**src/rtl/exc_arbiter.sv**
```systemverilog
// Exception arbitration between MEM and CP0: synchronises interrupts, prioritises per-instruction
// exceptions, drives CP0 exception inputs, and issues a registered flush/redirect followed by a drain window.
module exc_arbiter #(
   parameter logic [31:0] EXC_VECTOR   = 32'hBFC00380,
   parameter int          DRAIN_CYCLES = 2
) (
   input  logic        clk,
   input  logic        reset,
   input  logic        valid_i,
   input  logic        stall_i,
   input  logic [31:0] pc_i,
   input  logic        is_branch_i,
   input  logic [7:0]  exc_flags_i,
   input  logic        eret_i,
   input  logic [5:0]  hw_int_i,
   input  logic        time_int_i,
   input  logic [31:0] status_i,
   input  logic [31:0] cause_i,
   input  logic [31:0] epc_i,
   output logic [7:0]  int_o,
   output logic [31:0] excepttype_o,
   output logic        except_handle_o,
   output logic [31:0] current_inst_addr_o,
   output logic        is_in_delay_slot_o,
   output logic        flush_o,
   output logic [31:0] new_pc_o
);

   // Exception codes; interrupts occupy encode_Int0 + IP index.
   localparam logic [31:0] encode_None    = 32'h0000_0000;
   localparam logic [31:0] encode_AdEL_if = 32'h0000_0004;
   localparam logic [31:0] encode_AdES    = 32'h0000_0005;
   localparam logic [31:0] encode_Sys     = 32'h0000_0008;
   localparam logic [31:0] encode_Bp      = 32'h0000_0009;
   localparam logic [31:0] encode_Ri      = 32'h0000_000A;
   localparam logic [31:0] encode_Ov      = 32'h0000_000C;
   localparam logic [31:0] encode_Tr      = 32'h0000_000D;
   localparam logic [31:0] encode_eret    = 32'h0000_000E;
   localparam logic [31:0] encode_Int0    = 32'h0000_0010;
   localparam logic [31:0] encode_AdEL_ld = 32'h0000_0024;

   localparam logic [3:0] DRAIN_LOAD = 4'(DRAIN_CYCLES - 1);

   typedef enum logic [1:0] {
      ST_IDLE,
      ST_FLUSH,
      ST_DRAIN
   } state_t;

   state_t      r_state;
   state_t      w_state_nxt;
   logic [3:0]  r_cnt;
   logic [3:0]  w_cnt_nxt;
   logic [5:0]  r_hw_s1;
   logic [5:0]  r_hw_s2;
   logic        r_flush;
   logic        r_ds;
   logic [31:0] r_new_pc;

   logic [7:0]  w_ip;
   logic        w_int_pend;
   logic        w_cand;
   logic        w_has_event;
   logic        w_sel_eret;
   logic [31:0] w_code;
   logic        w_accept;
   logic        w_unused;

   assign w_unused = &{1'b0, status_i[31:16], status_i[7:2], cause_i[31:10], cause_i[7:0]};

   assign int_o      = {r_hw_s2[5] | time_int_i, r_hw_s2[4:0], cause_i[9:8]};
   assign w_ip       = int_o & status_i[15:8];
   assign w_int_pend = status_i[0] & ~status_i[1] & (|w_ip);
   assign w_cand     = valid_i & ~stall_i & (r_state == ST_IDLE);

   // Priority select: interrupts first, then flags in bit order, then eret.
   always_comb begin
      w_has_event = 1'b1;
      w_sel_eret  = 1'b0;
      w_code      = encode_None;
      if (w_int_pend) begin
         for (int i = 7; i >= 0; i--) begin
            if (w_ip[i]) begin
               w_code = encode_Int0 + 32'(i);
            end
         end
      end else if (exc_flags_i[0]) begin
         w_code = encode_AdEL_if;
      end else if (exc_flags_i[1]) begin
         w_code = encode_Ri;
      end else if (exc_flags_i[2]) begin
         w_code = encode_Ov;
      end else if (exc_flags_i[3]) begin
         w_code = encode_Tr;
      end else if (exc_flags_i[4]) begin
         w_code = encode_Sys;
      end else if (exc_flags_i[5]) begin
         w_code = encode_Bp;
      end else if (exc_flags_i[6]) begin
         w_code = encode_AdEL_ld;
      end else if (exc_flags_i[7]) begin
         w_code = encode_AdES;
      end else if (eret_i) begin
         w_code     = encode_eret;
         w_sel_eret = 1'b1;
      end else begin
         w_has_event = 1'b0;
      end
   end

   assign w_accept            = w_cand & w_has_event;
   assign except_handle_o     = w_accept;
   assign excepttype_o        = w_accept ? w_code : encode_None;
   assign current_inst_addr_o = pc_i;
   assign is_in_delay_slot_o  = r_ds;
   assign flush_o             = r_flush;
   assign new_pc_o            = r_new_pc;

   always_comb begin
      w_state_nxt = r_state;
      w_cnt_nxt   = r_cnt;
      case (r_state)
         ST_IDLE: begin
            if (w_accept) begin
               w_state_nxt = ST_FLUSH;
            end
         end
         ST_FLUSH: begin
            w_cnt_nxt   = DRAIN_LOAD;
            w_state_nxt = (DRAIN_CYCLES > 1) ? ST_DRAIN : ST_IDLE;
         end
         ST_DRAIN: begin
            if (r_cnt == 4'd0) begin
               w_state_nxt = ST_IDLE;
            end else begin
               w_cnt_nxt = r_cnt - 4'd1;
            end
         end
         default: begin
            w_state_nxt = ST_IDLE;
         end
      endcase
   end

   always_ff @(posedge clk) begin
      if (reset) begin
         r_state  <= ST_IDLE;
         r_cnt    <= 4'd0;
         r_hw_s1  <= 6'd0;
         r_hw_s2  <= 6'd0;
         r_flush  <= 1'b0;
         r_ds     <= 1'b0;
         r_new_pc <= 32'd0;
      end else begin
         r_state <= w_state_nxt;
         r_cnt   <= w_cnt_nxt;
         r_hw_s1 <= hw_int_i;
         r_hw_s2 <= r_hw_s1;
         r_flush <= w_accept;
         if (w_accept) begin
            r_new_pc <= w_sel_eret ? epc_i : EXC_VECTOR;
         end
         // The instruction after a committed branch is its delay slot; flushes break that link.
         if (w_accept || r_flush) begin
            r_ds <= 1'b0;
         end else if (valid_i && !stall_i) begin
            r_ds <= is_branch_i;
         end
      end
   end

endmodule

```
**config.mk**
```make
export PLATFORM = sky130hd
export DESIGN_NAME = exc_arbiter
export DESIGN_NICKNAME = d
export VERILOG_FILES = /design/src/rtl/exc_arbiter.sv
export SDC_FILE = /design/constraint.sdc
export NUM_CORES = 1
export LEC_CHECK = 0
export CORE_AREA = 2 2 100 102
export CTS_BUF_LIST = sky130_fd_sc_hd__clkbuf_16
export CTS_CLUSTER_DIAMETER = 40
export CTS_CLUSTER_SIZE = 8
export DETAILED_ROUTE_END_ITERATION = 7
export DIE_AREA = 0 0 102 104
export GPL_TIMING_DRIVEN = 0
export PLACE_DENSITY = 0.84
export REMOVE_ABC_BUFFERS = 1
export SETUP_SLACK_MARGIN = 0.02
export SLEW_MARGIN = 20
export SYNTH_ARGS = -nofsm -noshare
export SYNTH_HDL_FRONTEND = slang
export SYNTH_SLANG_ARGS = --single-unit
```
**constraint.sdc**
```tcl
create_clock -name clk -period 6.8 [get_ports clk]
set_clock_uncertainty 0.15 [all_clocks]
set_input_delay 2.04 -clock clk [delete_from_list [all_inputs] [get_ports clk]]
set_output_delay 2.04 -clock clk [all_outputs]
set_load 0.02 [all_outputs]
```
==> run metrics <==
run status finished, final reports clean; total number of vias 2,430; crit path DAT 4.45 ns; FF-to-FF Start r_hw_s2[0]$_SDFF_PP0_; hold_buf cts 0; Hold WC Path Type reg2reg; commonest non-fill, non-tap cells in the layout 112 x clkdlybuf4s50_1, 52 x dfxtp_1, 26 x conb_1; flops & latches, synth 52; Comb pwr share 0.189; drt pass-1 iters 4; worst reg2reg setup slack 4.44 ns; ranking of synthesized cells by area dfxtp_1 38%, buf_4 18%, o211ai_1 4.4%; gr usage total 0.173; Net Sw Frac 0.258; # fillers 943; critical path class in2out; die area 0.0106 sq mm; TritonCTS clock tree built; pins over their slew limit 0; Net Switching 0.000195 W; clk buf depth 2; worst slew pin tran 0.994 ns; Startpoint Class input pin; final setup fails 0; die height 104 microns; Reg2Reg Depth 6; Cell Area, Synth 0.00274 sq mm; Area Overhead vs Synth 38.4%; dpl cells 490; Post-synth EDFFs 0; Clock power frac 0.384; via-per-instance ratio 4.84; yosys warns 0; antenna-violating nets left 0; Hold Crit Start flush_o$_SDFF_PP0_; chip width 102 microns; clock period minus worst slack 6.64 ns; RD Place Congestion 0.791; vias in the first global route 2,342; largest net degree at the start of global routing 35; pre-CTS setup slack -0.761 ns; Finished Layout Cells 502; Leakage 1.37 nW; Detail Placement HPWL 7530 microns; Max Cap Viol 0; Yosys top cell area share 0.380; fin area 0.00379 sq mm; reg-to-reg endpoint new_pc_o[4]$_SDFFE_PP0P_; post-synthesis sequential area ratio 0.380; placed cell areas 0.00356 sq mm; Initial DRC Count 121; area leader, netlist dfxtp_1; Clk Latency, worst-skew pair 0.29 ns; clk slew on worst S/H paths 0.07 ns; Worst Slack Setup Final 0.155 ns; Synth cell types 52; final core utilization 0.397; Cells after Synth 300; Design Power 0.000754 W; initial antenna violation count 0; first-pass GRT wire length 13,700 microns; slew margin rel. 0.335; IO buf count 113; CTS Root Cell clkbuf_16; grt ovf 0; TritonCTS Buffers 5; P_int 0.000560 W; DR DRC count 0; commonest non-fill, non-tap cell in the layout clkdlybuf4s50_1; Critical Path Fanout Max 6; # nets final 518; endpoint of the worst hold path is_in_delay_slot_o$_SDFFE_PP0P_; Hold Vio Cnt, Final 0; Critical Path RT 4.61 ns; FFs w/ async S/R, synth 0; period utilization 0.977; fmax 150 MHz; std cell rows 36; cell area power density 199 mW/mm^2; total core area 0.00955 sq mm; Initial Util 0.287; predominant post-synthesis flop cell dfxtp_1; clock sink count 52; WHS Path Cells 1; crit end category output port; final WL 9740 microns; sequential share of power 0.427; maximum VDD drop 0.0000890 V; Mapped Avg Cell Area 9.14 sq um; layout cell share with drive strength beyond 1 0.0705; Routed WL per cell 19.4 microns; ANT cells 0; I/O pin count 256; H-Tree Depth 2; RSZ-0062 raised after global routing no
[repair_timing]
action / in CTS / in global routing
resized for setup: 4 / 3
endpoints found under the setup margin: 6 / 4
pin swaps: 1 / 0
cloned: 1 / 0
setup buffers: 3 / 0
[metrics by stage]
| step | hold slack, ns | setup TNS [ns] |
|---|---|---|
| 2_1_floorplan | 0.264 | 0 |
| 3_3_place_gp | 0.269 | -2.18 |
| 3_5_place_dp | 0.275 | -2.19 |
| 4_1_cts | 0.293 | 0 |
| 5_1_grt | 0.302 | 0 |
| 6_report | 0.291 | 0 |
[layer usage]
metal	vias to the layer above	global-route usage	routed length, microns
met5	-	0.0615	57
met4	2	0.0343	50
met3	4	0.140	1690
met2	185	0.257	4190
met1	1131	0.190	3750
li1	1108	-	-
[power groups by stage]
stage,logic (W),registers (W),clock network (W)
4_1_cts,0.000142,0.000322,0.000297
3_5_place_dp,0.000137,0.000329,0
6_report,0.000142,0.000322,0.000290
3_3_place_gp,0.000134,0.000329,0
2_1_floorplan,0.0000513,0.000338,0
5_1_grt,0.000152,0.000323,0.000308
[worst max-delay path, stage by stage]
cell and delay [ns]:
clkdlybuf4s50_1 0.55, nor4b_4 0.34, nand3b_1 0.26, a21oi_4 0.22, nor2_4 0.09, nor4_1 0.28, clkdlybuf4s50_1 0.66
[kinds of logic (layout without fill, tap and decap cells)]
logic type | after synthesis | after routing | synth area share
DFF | 52 | 52 | 0.380
and+or+nand+nor | 79 | 79 | 0.182
adders and majority gates | 1 | 1 | 0.00456
muxes | 1 | 1 | 0.00365
other | 1 | 26 | 0.00137
buffers and inverters | 89 | 132 | 0.219
AOI/OAI and AO/OA | 77 | 78 | 0.209
[worst max path at each step]
stage	startpoint	endpoint	slack, ns	cells after the start
floorplan	stall_i	excepttype_o[3]	0.65	5
global placement	valid_i	except_handle_o	-0.74	7
detailed placement	valid_i	except_handle_o	-0.76	7
CTS	valid_i	except_handle_o	0.005	7
global route	valid_i	excepttype_o[3]	0.10	7
finish	valid_i	excepttype_o[3]	0.16	7
[area by class of cell]
class | count | area (sq um) | area share
repair buffers | 116 | 1160 | 0.305
inverters | 8 | 32.5 | 0.00857
well taps | 133 | 166 | 0.0439
multi-input cells | 185 | 1230 | 0.324
clock buffers | 5 | 125 | 0.0330
clock inverters | 3 | 42.5 | 0.0112
flip-flops and latches | 52 | 1040 | 0.274
[cell usage after synthesis (3+ instances only)]
| cell | count |
|---|---|
| nor2b_1 | 14 |
| o211ai_1 | 16 |
| o21ai_0 | 3 |
| dfxtp_1 | 52 |
| a31o_1 | 5 |
| nor2_1 | 11 |
| inv_1 | 6 |
| a22o_1 | 3 |
| buf_2 | 7 |
| o21ai_1 | 15 |
| o221a_1 | 10 |
| nor3_1 | 4 |
| a21oi_1 | 9 |
| nand2_1 | 24 |
| clkbuf_1 | 6 |
| nand2b_1 | 3 |
| buf_4 | 65 |
| nor4b_1 | 6 |
[registers in the layout, indices dropped and copies added (netlist names)]
signal	count
r_state	2
r_hw_s2	6
r_cnt	4
new_pc_o	32
is_in_delay_slot_o	1
flush_o	1
r_hw_s1	6
(Power assumes the default switching activity.)
